==> config.mk <==
export PLATFORM = sky130hd
export DESIGN_NAME = traffic_ctrl
export DESIGN_NICKNAME = d
export VERILOG_FILES = /design/src/rtl/traffic_pkg.sv /design/src/rtl/traffic_timebase.sv /design/src/rtl/traffic_ctrl.sv
export SDC_FILE = /design/constraint.sdc
export NUM_CORES = 1
export LEC_CHECK = 0
export BUFFER_PORTS_ARGS = -buffer_cell sky130_fd_sc_hd__buf_2
export CAP_MARGIN = 20
export CORE_AREA = 10 10 72 74
export DETAILED_ROUTE_END_ITERATION = 8
export DIE_AREA = 0 0 82 84
export MAX_ROUTING_LAYER = met4
export PLACE_DENSITY_LB_ADDON = 0.12
export SYNTH_ARGS = -nofsm -noshare
export SYNTH_HDL_FRONTEND = slang
export SYNTH_SLANG_ARGS = --single-unit
==> constraint.sdc <==
create_clock -name clk -period 2.4 [get_ports clk]
set_input_delay 0.12 -clock clk [delete_from_list [all_inputs] [get_ports clk]]
set_output_delay 0.12 -clock clk [all_outputs]
set_load 0.05 [all_outputs]
==> src/rtl/traffic_pkg.sv <==
// rtl/traffic_pkg.sv - shared state encoding and LED aspect constants for traffic_ctrl
package traffic_pkg;

    typedef enum logic [2:0] {
        L_GO   = 3'd0,
        L_WARN = 3'd1,
        AR1    = 3'd2,
        R_GO   = 3'd3,
        R_WARN = 3'd4,
        AR2    = 3'd5,
        NIGHT  = 3'd6
    } state_e;

    // {r,g,b}; yellow is red+green on the RGB LED
    localparam logic [2:0] ASP_RED = 3'b100;
    localparam logic [2:0] ASP_YEL = 3'b110;
    localparam logic [2:0] ASP_GRN = 3'b010;
    localparam logic [2:0] ASP_OFF = 3'b000;

endpackage

==> src/rtl/traffic_timebase.sv <==
// rtl/traffic_timebase.sv - free-running divider producing flash phase and dimming enable
module traffic_timebase #(
    parameter int FLASH_BIT = 24,
    parameter int DIM_LO    = 6,
    parameter int DIM_W     = 4
) (
    input  logic clk,
    input  logic rst,
    output logic flash_ph,
    output logic dim_en
);

    if (DIM_W < 1 || DIM_LO < 0 || DIM_LO + DIM_W - 1 > FLASH_BIT) begin : g_bad_div
        $error("traffic_timebase: dimming field must fit inside the divider");
    end

    logic [FLASH_BIT:0] div_q;
    logic [FLASH_BIT:0] div_d;

    always_comb begin
        div_d = div_q + {{FLASH_BIT{1'b0}}, 1'b1};
    end

    always_ff @(posedge clk) begin
        if (rst) begin
            div_q <= '0;
        end else begin
            div_q <= div_d;
        end
    end

    assign flash_ph = div_q[FLASH_BIT];
    assign dim_en   = (div_q[DIM_LO+DIM_W-1:DIM_LO] == '0);

endmodule

==> src/rtl/traffic_ctrl.sv <==
// rtl/traffic_ctrl.sv - two-way junction controller with configurable phases,
// pedestrian requests/acks and flashing-yellow night mode
module traffic_ctrl
    import traffic_pkg::*;
#(
    parameter int CW        = 8,
    parameter int GREEN_T   = 16,
    parameter int YELLOW_T  = 6,
    parameter int ALLRED_T  = 2,
    parameter int PED_MIN   = 3,
    parameter int FLASH_BIT = 24,
    parameter int DIM_LO    = 6,
    parameter int DIM_W     = 4
) (
    input  logic          clk,
    input  logic          rst,
    input  logic          tick,
    input  logic          night,
    input  logic          ped_req_l,
    input  logic          ped_req_r,
    output logic          ped_ack_l,
    output logic          ped_ack_r,
    output logic [2:0]    lled,
    output logic [2:0]    rled,
    output logic [CW-1:0] lcnt,
    output logic [CW-1:0] rcnt,
    output logic          lflash,
    output logic          rflash
);

    if (GREEN_T < 1 || GREEN_T >= 2**CW || YELLOW_T < 1 || YELLOW_T >= 2**CW ||
        ALLRED_T < 1 || ALLRED_T >= 2**CW || PED_MIN < 1 || PED_MIN > GREEN_T) begin : g_bad_dur
        $error("traffic_ctrl: durations must lie in [1, 2^CW) and PED_MIN <= GREEN_T");
    end

    localparam logic [CW-1:0] GREEN_C  = CW'(GREEN_T);
    localparam logic [CW-1:0] YELLOW_C = CW'(YELLOW_T);
    localparam logic [CW-1:0] ALLRED_C = CW'(ALLRED_T);
    localparam logic [CW-1:0] PED_C    = CW'(PED_MIN);
    localparam logic [CW-1:0] ONE_C    = CW'(1);

    state_e        state_q, state_d, succ;
    logic [CW-1:0] timer_q, timer_d;
    logic          latch_l_q, latch_l_d, latch_r_q, latch_r_d;
    logic          ack_l_q, ack_l_d, ack_r_q, ack_r_d;
    logic          flash_ph, dim_en;
    logic [2:0]    lasp, rasp;

    traffic_timebase #(
        .FLASH_BIT (FLASH_BIT),
        .DIM_LO    (DIM_LO),
        .DIM_W     (DIM_W)
    ) u_timebase (
        .clk      (clk),
        .rst      (rst),
        .flash_ph (flash_ph),
        .dim_en   (dim_en)
    );

    function automatic logic [CW-1:0] dur(input state_e s);
        case (s)
            L_GO, R_GO:     dur = GREEN_C;
            L_WARN, R_WARN: dur = YELLOW_C;
            AR1, AR2:       dur = ALLRED_C;
            default:        dur = '0;
        endcase
    endfunction

    always_comb begin
        case (state_q)
            L_GO:    succ = L_WARN;
            L_WARN:  succ = AR1;
            AR1:     succ = night ? NIGHT : R_GO;
            R_GO:    succ = R_WARN;
            R_WARN:  succ = AR2;
            AR2:     succ = night ? NIGHT : L_GO;
            default: succ = AR2;
        endcase
    end

    always_comb begin
        state_d   = state_q;
        timer_d   = timer_q;
        latch_l_d = latch_l_q | ped_req_l;
        latch_r_d = latch_r_q | ped_req_r;
        ack_l_d   = 1'b0;
        ack_r_d   = 1'b0;
        if (state_q == NIGHT) begin
            timer_d   = '0;
            latch_l_d = 1'b0;
            latch_r_d = 1'b0;
            if (!night) begin
                state_d = AR2;
                timer_d = ALLRED_C;
            end
        end else if (state_q == L_GO && latch_l_d && timer_q > PED_C) begin
            // a waiting pedestrian shortens the green, taking priority over tick
            timer_d = PED_C;
        end else if (state_q == R_GO && latch_r_d && timer_q > PED_C) begin
            timer_d = PED_C;
        end else if (tick) begin
            if (timer_q == ONE_C) begin
                state_d = succ;
                timer_d = dur(succ);
                if (succ == R_GO) begin
                    latch_l_d = ped_req_l;
                    ack_l_d   = 1'b1;
                end
                if (succ == L_GO) begin
                    latch_r_d = ped_req_r;
                    ack_r_d   = 1'b1;
                end
            end else begin
                timer_d = timer_q - ONE_C;
            end
        end
    end

    always_ff @(posedge clk) begin
        if (rst) begin
            state_q   <= AR2;
            timer_q   <= ALLRED_C;
            latch_l_q <= 1'b0;
            latch_r_q <= 1'b0;
            ack_l_q   <= 1'b0;
            ack_r_q   <= 1'b0;
        end else begin
            state_q   <= state_d;
            timer_q   <= timer_d;
            latch_l_q <= latch_l_d;
            latch_r_q <= latch_r_d;
            ack_l_q   <= ack_l_d;
            ack_r_q   <= ack_r_d;
        end
    end

    always_comb begin
        lasp = ASP_RED;
        rasp = ASP_RED;
        case (state_q)
            L_GO:    lasp = ASP_GRN;
            L_WARN:  lasp = ASP_YEL;
            R_GO:    rasp = ASP_GRN;
            R_WARN:  rasp = ASP_YEL;
            NIGHT: begin
                lasp = ASP_YEL;
                rasp = ASP_YEL;
            end
            default: begin
                lasp = ASP_RED;
                rasp = ASP_RED;
            end
        endcase
    end

    assign lflash    = (state_q == L_WARN || state_q == NIGHT) ? flash_ph : 1'b1;
    assign rflash    = (state_q == R_WARN || state_q == NIGHT) ? flash_ph : 1'b1;
    assign lled      = lasp & {3{dim_en & lflash}};
    assign rled      = rasp & {3{dim_en & rflash}};
    assign lcnt      = timer_q;
    assign rcnt      = timer_q;
    assign ped_ack_l = ack_l_q;
    assign ped_ack_r = ack_r_q;

endmodule

==> out/metrics.yaml <==
fmax_ghz: 0.480
path_clk_slew_ns: 0.07
port_buffers: 29
cts_setup_buffers: 0
synth_edf_count: 0
crit_required_ns: 2.58
synth_compound_area_frac: 0.164
wire_per_inst_um: 13.2
h-tree-depth: 2
antenna_left: 0
outcome: "finished, final reports clean"
yosysWarningCount: 0
initial_core_util: 0.532
finClkSkew_ns: 0.00436
synth_xor_area_frac: 0.0598
antenna_found_initial: 0
die_h_um: 84
antenna_cells: 0
setup_violations: 0
p_per_area_nw_per_um2: 586
dr.pass1.iters: 4
numCtsBuffers: 5
hold_class: "input port to flop"
cts_tree: "yes"
grt_max_degree: 33
synth_top_area_share: 0.390
min_period_ns: 2.08
area_growth_pct: 8.97
synth_cells: 250
maxSlewViolCount: 0
grt_pass1_vias: 1550
hold_path_depth: 3
slowest_stage: "or4_1"
synth_largest_area_cell: "dfxtp_1"
start_kind: "flop"
grt_util_all_layers: 0.125
path_class: "flop to flop"
rows: 23
post-place-cells: 312
viasPerCell: 5.53
ys.flop_type: "dfxtp_1"
synth_fa_ha_area_frac: 0.0183
cap_violations: 0
yosysSeqAreaShare: 0.390
r2r_cells: 4
ys_ff_latch: 40
async_reset_ff_frac: 0
worst_pin_slew_ns: 0.507
synth_top_family_by_area: "simple AND/OR/NAND/NOR gates"
drt_wl_total_mm: 4.17
cpPeakStageDelay_ns: 0.70
rsz0062_at_grt: "no"
drive_gt1_frac: 0.154
whs_ns: 0.0462
cts_buffer_depth: 2
yosys.cell_types.count: 49
place_congestion: 0.755
tns_ns: 0
drt-initial-drc-count: 105
vias: 1752
dieArea_sq_um: 6890
overflow: 0
syn-cell-area_sq_um: 2050
cp-end-kind: "flop"
hpwlAfterDp_mm: 3.02
layout.nets: 278
synth-simple-area-share: 0.280
syn_area_per_cell_sq_um: 8.20
final_util: 0.579
post_cts_resized: 0
place_ws_ns: 0.346
crit_chain: "nand4_2, or4_1, nor4_1, mux2_1"
cts-root-buf: "clkbuf_8"
clk-insertion-delay-late_ns: 0.28
clock-sinks: 40
leakagePower_nw: 0.835
synthTopCellsByArea: "dfxtp_1 39%, nor2_1 4.8%, a21oi_1 3.9%"
relSlewSlack: 0.659
hold_violations: 0
worstPathArrival_ns: 2.26
ir_drop_mv: 0.357
fp.dieW_um: 82
timing.final.ws_setup_ns: 0.316
drc: 0
fin_crit_sh: 0.868
fillers: 362
synthMuxAreaShare: 0.00549
final_cells: 317
ctsHoldBuffers: 0
path_max_fanout: 11
core_area_sq_um: 3860
boundaryPins: 32
grt_pass1_wl_mm: 6.99
where the power goes:
group | switching (W) | leakage [nW] | internal [W]
logic | 0.000152 | 0.474 | 0.0000545
registers | 0.0000223 | 0.325 | 0.000683
clock network | 0.000210 | 0.0359 | 0.000187
total | 0.000384 | 0.835 | 0.000925
Yosys cell counts (4+ instances only):
| cell type | instances |
|---|---|
| nor3_1 | 10 |
| clkbuf_1 | 8 |
| buf_4 | 10 |
| nand4_1 | 4 |
| inv_1 | 12 |
| dfxtp_1 | 40 |
| or4_1 | 6 |
| nor2_1 | 26 |
| nand3_1 | 8 |
| o21ai_0 | 8 |
| a21oi_1 | 16 |
| xnor2_1 | 9 |
| o31ai_1 | 4 |
| nor4_1 | 6 |
| or3_1 | 12 |
| xor2_1 | 5 |
| nand2_1 | 16 |
per-stage QoR:
stage / total power, W / area [sq um]
finish: 0.00131 / 2230
global route: 0.00136 / 2230
floorplan: 0.000897 / 2050
global placement: 0.000927 / 2170
detailed placement: 0.000928 / 2170
CTS: 0.00132 / 2230
state kept, by name (all words and copies together) (netlist names):
| name | count |
|---|---|
| latch_r_q | 1 |
| u_timebase.div_q | 25 |
| state_q | 3 |
| lcnt | 8 |
| ped_ack_l | 1 |
| ped_ack_r | 1 |
| latch_l_q | 1 |
layer usage:
layer	part of all wire	GRT usage
met1	0.46	0.146
met2	0.46	0.193
met3	0.064	0.0506
met4	0.012	0.0325
met5	0	-
layout make-up:
| cell class | instances | area, sq um | area share |
|---|---|---|---|
| multi-input combinational | 178 | 1090 | 0.488 |
| sequential | 40 | 801 | 0.358 |
| timing repair buffer | 32 | 168 | 0.0750 |
| clock buffer | 5 | 68.8 | 0.0308 |
| tap | 50 | 62.6 | 0.0280 |
| inverter | 12 | 45.0 | 0.0202 |
critical path: cells and delay by family, from the launching register on:
kind             cells  cell delay (ns)
muxes                1             0.35
and+or+nand+nor      3             1.16
DFF                  1             0.46
layout by cell type, fill, tap and decap left out, drive strengths merged, types with 2 or more instances in the layout:
master   count
inv         12
a21oi       16
nand3b       2
conb         2
nand2       16
o31ai        4
nand4        5
nor3b        2
o2111ai      2
nor2b        3
or4          7
o32a         2
and3         3
a31oi        3
o311ai       2
buf         32
xor2         5
or3         12
nand2b       2
o21ai        9
nor4         6
nand3        9
nor3        10
xnor2        9
o211ai       3
clkbuf       5
nor2        26
ha           3
dfxtp       40
and4         2
cells by family after synthesis:
group	after synthesis
AO/OA/AOI/OAI	51
XOR/XNOR	14
adder cells (fa/ha/maj)	3
buffers and inverters	33
flip-flops	40
multiplexers	1
other	1
AND/OR/NAND/NOR	107
path summary, 6_finish.rpt:
kind / from / endpoint / slack [ns]
max: u_timebase.div_q[7]$_SDFF_PP0_ / u_timebase.div_q[22]$_SDFF_PP0_ / 0.32
max reg2reg: u_timebase.div_q[7]$_SDFF_PP0_ / u_timebase.div_q[22]$_SDFF_PP0_ / 0.32
min: ped_req_l / latch_l_q$_SDFF_PP0_ / 0.05
min reg2reg: u_timebase.div_q[0]$_SDFF_PP0_ / u_timebase.div_q[0]$_SDFF_PP0_ / 0.46
Power figures use the tool's default switching activity.
